`src/rtl/fetch_unit.sv`:
```
// Instruction-fetch stage: owns the PC, fetches from a variable-latency memory,
// presents the instruction until retire, then advances to PC+4 or the branch target.
module fetch_unit #(
    parameter logic [31:0] RESET_PC = 32'h0000_0000,
    parameter int unsigned CNT_W    = 32
) (
    input  logic             clk,
    input  logic             reset,
    output logic             imem_req,
    output logic [31:0]      imem_addr,
    input  logic             imem_ack,
    input  logic [31:0]      imem_rdata,
    output logic [31:0]      Instr,
    output logic             instr_valid,
    input  logic             retire,
    input  logic             PCSrc,
    input  logic [31:0]      PCTarget,
    output logic [31:0]      PC,
    output logic [31:0]      PCPlus8,
    output logic             misalign,
    output logic [CNT_W-1:0] instr_count
);

    typedef enum logic [1:0] {
        IDLE = 2'd0,
        REQ  = 2'd1,
        EXEC = 2'd2
    } state_t;

    state_t           state;
    state_t           state_next;
    logic [31:0]      pc_next;
    logic [31:0]      instr_next;
    logic             misalign_next;
    logic [CNT_W-1:0] count_next;
    logic             req_next;
    logic             valid_next;

    // State register; req/valid are registered from the next state so they track it exactly
    always_ff @(posedge clk) begin
        if (reset) begin
            state       <= IDLE;
            PC          <= RESET_PC;
            Instr       <= 32'd0;
            misalign    <= 1'b0;
            instr_count <= '0;
            imem_req    <= 1'b0;
            instr_valid <= 1'b0;
        end else begin
            state       <= state_next;
            PC          <= pc_next;
            Instr       <= instr_next;
            misalign    <= misalign_next;
            instr_count <= count_next;
            imem_req    <= req_next;
            instr_valid <= valid_next;
        end
    end

    // Next-state and datapath updates; everything holds unless the current state acts
    always_comb begin
        state_next    = state;
        pc_next       = PC;
        instr_next    = Instr;
        misalign_next = misalign;
        count_next    = instr_count;

        case (state)
            IDLE: state_next = REQ;
            REQ: begin
                if (imem_ack) begin
                    instr_next = imem_rdata;
                    state_next = EXEC;
                end
            end
            EXEC: begin
                if (retire) begin
                    if (PCSrc) begin
                        pc_next = {PCTarget[31:2], 2'b00};
                        if (PCTarget[1:0] != 2'b00) begin
                            misalign_next = 1'b1;
                        end
                    end else begin
                        pc_next = PC + 32'd4;
                    end
                    count_next = instr_count + CNT_W'(1);
                    state_next = REQ;
                end
            end
            default: state_next = IDLE;
        endcase

        req_next   = (state_next == REQ);
        valid_next = (state_next == EXEC);
    end

    assign imem_addr = PC;
    assign PCPlus8   = PC + 32'd8;

endmodule

```
`config.mk`:
```
export PLATFORM = sky130hd
export DESIGN_NAME = fetch_unit
export DESIGN_NICKNAME = d
export VERILOG_FILES = /design/src/rtl/fetch_unit.sv
export SDC_FILE = /design/constraint.sdc
export NUM_CORES = 1
export LEC_CHECK = 0
export ABC_AREA = 1
export BUFFER_PORTS_ARGS = -buffer_cell sky130_fd_sc_hd__buf_4
export CAP_MARGIN = 20
export CORE_MARGIN = 3
export CORE_UTILIZATION = 53
export DETAILED_ROUTE_END_ITERATION = 16
export PLACE_DENSITY = 0.86
export SYNTH_ARGS = -nofsm -noshare
export SYNTH_HDL_FRONTEND = slang
export SYNTH_SLANG_ARGS = --single-unit
```
`constraint.sdc`:
```
create_clock -name clk -period 4.87 [get_ports clk]
set_input_delay 0.2435 -clock clk [delete_from_list [all_inputs] [get_ports clk]]
set_output_delay 0.2435 -clock clk [all_outputs]
set_load 0.02 [all_outputs]
```
; ---- Word level (Yosys, flattened, before mapping)
; Index checks and enable logic that the tools add are counted.
[totals]
output_inout_bits = 163
register_bits = 101
input_bits = 69
[classes]
n_eq_ne = 4
n_addsub = 3
reduce_logical = 5
n_mux = 4
[op_table]
columns = op, n
row1 = $add 32x1->32 const B, 1
row2 = $add 32x3->32 const B, 1
row3 = $add 32x4->32 const B, 1
row4 = $mux 32, 1
row5 = $pmux 2 s3, 1
row6 = $eq 2x1->1 const B, 2
row7 = $eq 2x2->1 const B, 2
row8 = $mux 2, 2
row9 = $reduce_and 2->1, 2
row10 = $reduce_and 4->1, 1
row11 = $logic_not 2->1, 1
row12 = $reduce_bool 2->1, 1

; ---- Depth between registers and ports, before layout
; Gate-level depths: netlist of the first run.
[depth]
ltp_word = 3
mapped_depth = 10
ltp_nobuf = 10

; ---- Least setup slack after synthesis of the first run
; Ideal clock, no wire load.
[synth_path]
kind = flip-flop to output port
from = register PC[4]
to = output PCPlus8[27]
path_buffers = 0
required_time_ns = 4.627
t_arrival_ns = 1.794
stages_incl_launch_ff = 8
setup_slack_ns = 2.832
path_cell_list = dfxtp_1 > ha_1 > inv_1 > nor2_1 > nand2_1 > nor2_2 > nand3_1 > xor2_1
[synth_between]
elab_chain_cells = 1
[synth_lines]
columns = item, line_no
row1 = start: declaration, 18  ; output logic [31:0] PC,
row2 = start signal: assignment, 51  ; PC <= pc_next;
row3 = $add 32x4->32, 98  ; assign PCPlus8 = PC + 32'd8;
row4 = end: declaration, 19  ; output logic [31:0] PCPlus8,
; Every way passes these cells.

; ---- Worst setup path after layout of the first run
[layout_path]
from = register state[1]
to = register PC[8]
[layout_between]
elab_chain_cells = 2
[layout_lines]
columns = item, line_no
row1 = start: declaration, 30  ; state_t state;
row2 = start signal: assignment, 50  ; state <= state_next;
row3 = $eq 2x2->1, 68  ; case (state)
row4 = $reduce_and 2->1 (no line), -
; Every way passes these cells.
; A chain may end at the register's enable or synchronous reset.

==> results of run 1 <==
tightest hold or removal path, delay by kind of cell:
family                 cells  cell delay (ps)
buffers and inverters      1               80
AND/OR/NAND/NOR            2              110
per-stage QoR:
step | cell area (um^2) | hold slack (ps) | instances
3_5_place_dp | 7330 | 448 | 1214
5_1_grt | 7500 | 68.2 | 1230
4_1_cts | 7500 | 72.2 | 1230
2_1_floorplan | 5860 | 378 | 918
3_3_place_gp | 7330 | 443 | 1214
6_report | 7500 | 78.2 | 1230
worst max path at each step:
stage / start / endpoint / slack (ps) / depth (start not counted)
finish: state[1] / PC[8] / 2170 / 7
floorplan: PC[4] / PCPlus8[27] / 2830 / 7
global placement: state[1] / PC[8] / 2270 / 7
detailed placement: state[1] / PC[8] / 2230 / 7
CTS: state[1] / PC[8] / 2220 / 7
global route: state[1] / PC[8] / 1840 / 7
cells in the final DEF, fill, tap and decap left out, types with 2 or more instances in the layout:
cell type   instances
a21oi_1            49
a22oi_1             2
a31oi_1             5
buf_4             227
clkbuf_8            9
clkinvlp_4          2
conb_1              6
dfxtp_1            99
ha_1                3
inv_1              63
inv_2               3
inv_6               3
nand2_1           231
nand3_1            59
nand3_4             2
nand3b_1            5
nand4_1             6
nor2_1            187
nor2_2             13
nor2_4              4
nor3_1              9
nor3_2              2
nor3_4              2
nor4_1              2
o211ai_1            5
o21a_1              2
o21ai_0            53
xnor2_1             2
xor2_1             29
synth_stat cells:
cell      number
a211oi_1       1
a21o_1         1
a21oi_1       49
a221oi_1       1
a22oi_1        2
a31oi_1        5
and3_1         1
buf_1          2
buf_2          8
buf_4         37
clkbuf_1      20
clkinv_1       1
conb_1         1
dfxtp_1       99
ha_1           3
inv_1         63
inv_2          3
nand2_1      231
nand3_1       59
nand3_2        1
nand3_4        2
nand3b_1       5
nand4_1        6
nand4_4        1
nor2_1       187
nor2_2        13
nor2_4         4
nor3_1         9
nor3_2         2
nor3_4         2
nor4_1         2
o211ai_1       5
o21a_1         2
o21ai_0       53
o221ai_1       1
xnor2_1        2
xor2_1        29
cells by family after synthesis:
logic type	Yosys count
DFF	99
adders and majority gates	3
buffers and inverters	134
AOI/OAI and AO/OA	120
xor gates and xnor gates	31
and+or+nand+nor	525
other	1
flip-flops by register name, indices dropped and copies added, names as in the netlist:
signal,flops
Instr,32
misalign,1
imem_req,1
instr_count,32
PC,30
instr_valid,1
state,2
area by class of cell:
type	instances	area [um^2]
Tap cell	136	170
Clock buffer	10	128
Inverter	67	251
Clock inverter	6	46.3
Fill cell	927	3010
Timing Repair Buffer	227	1700
Multi-Input combinational cell	685	3220
Sequential cell	99	1980
per-layer routing:
layer / wire length, um / global-route usage (%) / up-vias
li1: - / - / 3229
met1: 7030 / 34.1 / 2927
met2: 8760 / 48.5 / 285
met3: 1730 / 7.42 / 36
met4: 453 / 10.2 / 0
met5: 0 / 0 / -
where the power goes:
part | switching (mW) | internal [mW] | total [mW]
combinational | 0.124 | 0.0945 | 0.218
sequential | 0.0201 | 0.835 | 0.855
clock | 0.307 | 0.191 | 0.498
total | 0.451 | 1.12 | 1.57
==> flow_summary.yaml, run 1 <==
status:
  status: "completed"
cells_and_area:
  nets: 1161
  antennaDiodeCount: 0
  syn_to_final_growth_pct: 28.6
  final_util_pct: 71.4
  drive_above_1_share_pct: 24.7
logic_synthesis:
  syn_avg_cell_area_um2: 6.39
  synthCells: 913
  synth_top_area_share_pct: 34.0
  synth_seq_cells: 99
  ys_warn_count: 0
  yosys.cell_types.count: 37
  synth_top_family_by_area: "simple AND/OR/NAND/NOR gates"
  seq_area_frac_synth_pct: 34.0
  synth_compound_area_share_pct: 11.0
  synthSimpleGateAreaFrac_pct: 38.5
  synth_xor_area_share_pct: 4.65
  synthAdderAreaFrac_pct: 0.643
  synth_mux_area_share_pct: 0
  yosysTopAreaCell: "dfxtp_1"
  netlist_area_um2: 5840
  synthTopCellsByArea: "dfxtp_1 (34%), nand2_1 (15%), nor2_1 (12%)"
route:
  drc: 0
  first_pass_iters: 8
  dr_total_vias: 6477
  vias_per_cell: 5.27
  ant_nets: 0
  wl_per_cell_um: 14.6
  routed_wl_um: 18000
  initialDrtViolationCount: 414
clocking:
  clock_latency_ps: 380
  cts_setup_buffers: 0
  clockRootBuffer: "clkbuf_8"
  cts-resized-gates: 0
  clk_pin_slew_ps: 110
  htreeDepth: 3
  hold_buffers: 0
  cts.sinks: 99
  clock_path_buffers: 2
  cts_tree: "yes"
  cts_made_buffers: 9
setup_path:
  reg2reg_to: "PC[8]"
  r2r_cells: 7
  r2r_slack_ps: 2170
  crit_family: "simple AND/OR/NAND/NOR gates"
  r2r-start: "state[1]"
  critPathKind: "reg2reg"
  cp_common_cell: "inv_1"
  crit_path_max_fanout: 55
  cp_num_buf_inv: 2
  critPathSlowestCell: "nor2_1"
  crit_chain: "nand3_4 > nor2_1 > inv_1 > o211ai_1 > nand2_1 > o21ai_0 > inv_1"
  worstSetupEndpointType: "register"
  cpPeakStageDelay_ps: 780
  required_ps: 5160
  arrival_ps: 2980
  start_kind: "register"
placed_design:
  io_buffer_count: 225
  gp_congestion: 0.933
  dp.final_hpwl_um: 13500
  pre_cts_ws_ps: 2230
sta:
  fmax_ghz: 0.371
  drv_slew: 0
  final-setup-viol-count: 0
  worst_pin_slew_ps: 862
  rsz0062_at_grt: "no"
  fin_crit_sh_pct: 55.4
  slew_headroom_pct: 42.2
  final.setup.worst_slack_ps: 2170
  final_hold_viol_count: 0
  finalCriticalPeriod_ps: 2700
  fin_worst_skew_ps: 17.1
  tns_ps: 0
global_routing:
  grt_pass1_wl_um: 29300
  grt_overflow: 0
  grt_usage_pct: 28.3
  antenna_found_initial: 0
  grt_start_max_net_pins: 56
  grt_pass1_vias: 5922
job:
  maxCapViolations: 0
die:
  die_w_um: 111
  io_pins: 232
  initial_utilization_pct: 55.5
  rows: 37
  die_h_um: 111
  core_um2: 10500
  dieArea_um2: 12300
min_path:
  hold_end: "Instr[23]"
  hp-class: "in2reg"
  min_from: "imem_rdata[23]"
  hold_depth: 3
power:
  irDropWorstVdd_mv: 0.233
  p_per_area_nw_per_um2: 209
  total_power_mw: 1.57
  p_leak_nw: 3.34
(Power assumes the default switching activity.)
==> run 2: changes to the inputs <==
--- a/config.mk
+++ b/config.mk
@@ -9,9 +9,9 @@
 export BUFFER_PORTS_ARGS = -buffer_cell sky130_fd_sc_hd__buf_4
 export CAP_MARGIN = 20
 export CORE_MARGIN = 3
-export CORE_UTILIZATION = 53
+export CORE_UTILIZATION = 49
 export DETAILED_ROUTE_END_ITERATION = 16
-export PLACE_DENSITY = 0.86
+export PLACE_DENSITY = 0.81
 export SYNTH_ARGS = -nofsm -noshare
 export SYNTH_HDL_FRONTEND = slang
 export SYNTH_SLANG_ARGS = --single-unit
==> constraint.sdc (replaced) <==
create_clock -name clk -period 2.5 [get_ports clk]
set_input_delay 0.125 -clock clk [delete_from_list [all_inputs] [get_ports clk]]
set_output_delay 0.125 -clock clk [all_outputs]
set_load 0.02 [all_outputs]
==> flow_summary.yaml, run 2 (synthesis gave the netlist of run 1 again) <==
global_routing:
  grt_pass1_wl_um: 30200
  antenna_found_initial: 0
  grt_start_max_net_pins: 56
  grt_pass1_vias: 6300
  grt_overflow: 0
  grt_usage_pct: 28.4
clocking:
  cts.sinks: 99
  cts_setup_buffers: 0
  clock_path_buffers: 2
  clock_latency_ps: 350
  clk_pin_slew_ps: 70
  htreeDepth: 3
  clockRootBuffer: "clkbuf_16"
  cts_tree: "yes"
  cts_made_buffers: 9
cells_and_area:
  syn_to_final_growth_pct: 35.9
  drive_above_1_share_pct: 24.6
  antennaDiodeCount: 0
  nets: 1194
  reg_top3: "Instr: 32 flops, instr_count: 32 flops, PC: 30 flops"
  final_common_cell: "buf_4"
  layout.cells.non_filler: 1270
  final_util_pct: 68.9
  final_cell_mix: "buf_4 (234), nand2_1 (231), nor2_1 (187), dfxtp_1 (99), inv_1 (63)"
power:
  p_leak_nw: 3.53
  comb_power_share_pct: 13.6
  clock_power_share_pct: 38.6
  p_per_area_nw_per_um2: 438
  swShare_pct: 27.3
  total_power_mw: 3.48
  irDropWorstVdd_mv: 0.439
  p_int_mw: 2.53
  seqPwrFrac_pct: 47.9
  switchingPower_mw: 0.950
sta:
  slew_headroom_pct: 64.8
  tns_ps: 0
  fin_worst_skew_ps: 4.63
  finalCriticalPeriod_ps: 2420
  final-setup-viol-count: 0
  drv_slew: 0
  fin_hold_ws_ps: 9.70
  rsz0062_at_grt: "no"
  fin_crit_sh_pct: 96.7
  final_hold_viol_count: 0
  worst_pin_slew_ps: 528
  fmax_ghz: 0.414
die:
  initial_utilization_pct: 50.7
  rows: 39
  die_h_um: 115
  core_um2: 11500
  die_w_um: 115
  dieArea_um2: 13300
  io_pins: 232
placed_design:
  dp.final_hpwl_um: 13900
  gp_congestion: 0.981
  io_buffer_count: 225
  dp.cells: 1228
route:
  wl_per_cell_um: 15.1
  dr_total_vias: 6577
  vias_per_cell: 5.18
  routed_wl_um: 19200
  drc: 0
  initialDrtViolationCount: 536
  ant_nets: 0
  first_pass_iters: 5
job:
  maxCapViolations: 0
setup_path:
  cpPeakStageDelay_ps: 460
  crit_path_max_fanout: 7
  crit_chain: "ha_1 > inv_1 > nor2_1 > nand2_1 > nor2_4 > nand3_1 > xor2_1 > buf_4"
  arrival_ps: 2290
  critPathKind: "reg2out"
  start_kind: "register"
  critPathSlowestCell: "dfxtp_1"
  required_ps: 2380
  worstSetupEndpointType: "output pin"
min_path:
  hp-class: "in2reg"
status:
  status: "completed"
run 2: changes by cell type in the layout (fill, tap and decap cells not counted), sizes merged:
cell | previous run | this run
dlygate4sd3 | 0 | 26
buf | 227 | 234
clkinv | 2 | 5
clkinvlp | 2 | 0
inv | 69 | 68
run 2: critical path: cells and delay by family, from the launching register on:
kind | cells | cell delay [ps]
xor+xnor | 1 | 150
fa+ha+maj | 1 | 330
buf+inv | 2 | 290
flops | 1 | 460
simple gates | 4 | 720
run 2: cell type report:
class,count,area (um^2)
sequential,99,1980
tap,143,179
multi-input combinational,685,3230
fill,1029,3580
inverter,67,251
timing repair buffer,260,2020
clock inverter,6,48.8
clock buffer,10,229
run 2: layer usage:
metal	global-route usage [%]	vias to the layer above	part of all wire, %
li1	-	3297	-
met5	0	-	0
met3	4.84	49	7.3
met2	50.8	285	49
met1	32.2	2946	40
met4	14.7	0	4.1
run 2: power groups by stage:
stage | logic, mW | registers (mW) | clock network [mW]
after floorplan | 0.173 | 1.75 | 0
after global placement | 0.428 | 1.70 | 0
after detailed placement | 0.433 | 1.70 | 0
after CTS | 0.466 | 1.66 | 1.37
after global routing | 0.508 | 1.67 | 1.43
final | 0.472 | 1.67 | 1.34
run 2: final timing paths:
check,from,endpoint,slack (ps),cells past startpoint
worst max register to register,PC[2],PC[28],590,11
worst min register to register,misalign,misalign,450,2
worst min-delay path,imem_rdata[31],Instr[31],10,3
worst max-delay path,PC[4],PCPlus8[27],80,8
run 2: timing repair:
| action | in CTS | in global routing |
|---|---|---|
| resized for setup | 0 | 1 |
| endpoints found under the setup margin | 0 | 1 |
| hold buffers | 26 | 0 |
| endpoints found under the hold margin | 26 | 0 |
run 2: metrics by stage:
stage,setup WS [ps],cell area [um^2]
finish,82.0,7930
global route,1.13,7930
CTS,36.4,7930
detailed placement,467,7390
global placement,510,7390
floorplan,581,5860
==> run 3: changes to the inputs <==
--- a/config.mk
+++ b/config.mk
@@ -5,11 +5,10 @@
 export SDC_FILE = /design/constraint.sdc
 export NUM_CORES = 1
 export LEC_CHECK = 0
-export ABC_AREA = 1
 export BUFFER_PORTS_ARGS = -buffer_cell sky130_fd_sc_hd__buf_4
 export CAP_MARGIN = 20
 export CORE_MARGIN = 3
-export CORE_UTILIZATION = 49
+export CORE_UTILIZATION = 48
 export DETAILED_ROUTE_END_ITERATION = 16
 export PLACE_DENSITY = 0.81
 export SYNTH_ARGS = -nofsm -noshare
==> flow_summary.yaml, run 3 <==
status:
  status: "completed"
global_routing:
  grt_start_max_net_pins: 70
  antenna_found_initial: 0
  grt_pass1_vias: 5537
  grt_overflow: 0
  grt_usage_pct: 26.6
  grt_pass1_wl_um: 27700
clocking:
  clockRootBuffer: "clkbuf_8"
  cts_made_buffers: 9
  cts_tree: "yes"
  clock_latency_ps: 370
  clk_pin_slew_ps: 120
  cts.sinks: 99
  htreeDepth: 3
  clock_path_buffers: 2
sta:
  fmax_ghz: 0.432
  rsz0062_at_grt: "no"
  worst_pin_slew_ps: 679
  final_hold_viol_count: 0
  fin_worst_skew_ps: 18.2
  final.setup.worst_slack_ps: 186
  fin_crit_sh_pct: 92.6
  finalCriticalPeriod_ps: 2310
  tns_ps: 0
  slew_headroom_pct: 54.7
  final-setup-viol-count: 0
  drv_slew: 0
  fin_hold_ws_ps: 7.28
route:
  wl_per_cell_um: 16.6
  wl_met3_um: 1370
  vias_per_cell: 5.60
  met2WireLength_um: 8600
  dr_total_vias: 5781
  first_pass_iters: 5
  wl_met1_um: 6690
  drc: 0
  routed_wl_um: 17200
  top_layer_used: "met4"
  initialDrtViolationCount: 501
  ant_nets: 0
cells_and_area:
  antennaDiodeCount: 0
  seq_area_um2: 1990
  nets: 963
  reg_top3: "Instr: 32 flops, instr_count: 32 flops, PC: 30 flops"
  fillers: 842
  syn_to_final_growth_pct: 39.2
  multiInputGateArea_um2: 2890
  drive_above_1_share_pct: 32.8
  final_cell_mix: "buf_4 (253), nand2_1 (108), dfxtp_1 (94), nor2_1 (61), a21oi_1 (57)"
  final_common_cell: "buf_4"
  final_util_pct: 70.4
job:
  maxCapViolations: 0
placed_design:
  io_buffer_count: 225
  gp_congestion: 0.947
  dp.final_hpwl_um: 12400
  pre_cts_ws_ps: 363
setup_path:
  start_kind: "register"
  required_ps: 2380
  cp_common_cell: "nand3_1"
  crit_chain: "nand3_1 > nor4_4 > and2_1 > nand3_1 > xnor2_1 > buf_4"
  critPathSlowestCell: "dfxtp_1"
  cpPeakStageDelay_ps: 520
  worstSetupEndpointType: "output pin"
  crit_path_max_fanout: 8
  arrival_ps: 2190
  critPathKind: "reg2out"
logic_synthesis:
  synth_seq_cells: 99
  synth_commonest_cells: "nand2_1 (108), dfxtp_1 (99), nor2_1 (62)"
  yosysMostFrequentCell: "nand2_1"
  ys_warn_count: 0
  ys.flop_type: "dfxtp_1"
  ys_async_sr_fraction_pct: 0
  synth_edf_count: 0
  seq_area_frac_synth_pct: 37.1
  synthTopCellsByArea: "dfxtp_1 (37%), nand2_1 (7.6%), xor2_1 (5.7%)"
  synth_top_area_share_pct: 37.1
  yosysTopAreaCell: "dfxtp_1"
  syn_avg_cell_area_um2: 7.84
  synthCells: 681
  yosys.cell_types.count: 61
  netlist_area_um2: 5340
die:
  initial_utilization_pct: 50.6
  core_um2: 10600
  rows: 37
  die_w_um: 111
  die_h_um: 111
  io_pins: 232
  dieArea_um2: 12400
min_path:
  hp-class: "in2reg"
power:
  p_per_area_nw_per_um2: 429
  p_leak_nw: 3.27
  irDropWorstVdd_mv: 0.338
-- run 3: cell count changes in the layout (fill, tap and decap cells not counted), sizes merged, moves of 19 or more --
cell / previous run / this run
buf: 234 / 253
inv: 68 / 11
nand2: 231 / 110
nand3: 62 / 40
nor2: 204 / 62
o21ai: 53 / 14
-- run 3: cell families after synthesis --
logic type | share of synthesized area (%)
AO/OA/AOI/OAI | 13.4
flip-flops | 37.1
multiplexers | 1.52
adder cells (fa/ha/maj) | 0.703
other | 0.0702
XOR/XNOR | 9.02
AND/OR/NAND/NOR | 28.9
buffers and inverters | 9.28
-- run 3: final timing paths --
check / depth (start not counted) / startpoint / to / slack, ps
min reg2reg: 2 / misalign / misalign / 460
max reg2reg: 6 / PC[3] / PC[30] / 280
max: 6 / PC[17] / PCPlus8[22] / 190
min: 3 / imem_rdata[30] / Instr[30] / 7
-- run 3: final cells by class --
type / count / area share (%)
Timing Repair Buffer: 278 / 28.9
Sequential cell: 99 / 26.7
Tap cell: 136 / 2.29
Inverter: 8 / 0.404
Clock inverter: 7 / 1.08
Multi-Input combinational cell: 495 / 38.9
Clock buffer: 9 / 1.67
-- run 3: power by group --
part | switching (mW) | internal, mW
Sequential | 0.0352 | 1.62
Combinational | 0.264 | 0.230
Clock | 0.642 | 0.398
-- run 3: critical path, delay by kind of cell, from the launching register on --
| family | cells | cell delay (ps) |
|---|---|---|
| buffers and inverters | 1 | 160 |
| xor gates and xnor gates | 1 | 160 |
| and+or+nand+nor | 4 | 980 |
| DFF | 1 | 520 |
-- run 3: stage by stage --
step / power, mW / area, um^2 / instances
2_1_floorplan: 1.93 / 5360 / 686
6_report: 3.19 / 7440 / 1032
3_5_place_dp: 2.14 / 6960 / 991
4_1_cts: 3.20 / 7420 / 1032
5_1_grt: 3.32 / 7440 / 1032
3_3_place_gp: 2.13 / 6960 / 991
-- run 3: layer usage --
metal,up-vias,global-route usage [%]
met5,-,0
li1,2732,-
met1,2727,31.5
met2,277,46.6
met4,0,9.41
met3,45,6.74
-- run 3: repair_timing --
item | 4_1_cts | 5_1_grt
endpoints found under the setup margin | 0 | 7
setup buffers | 0 | 0
gates resized for setup | 0 | 8
hold endpoints to repair | 25 | 0
hold buffers | 25 | 0
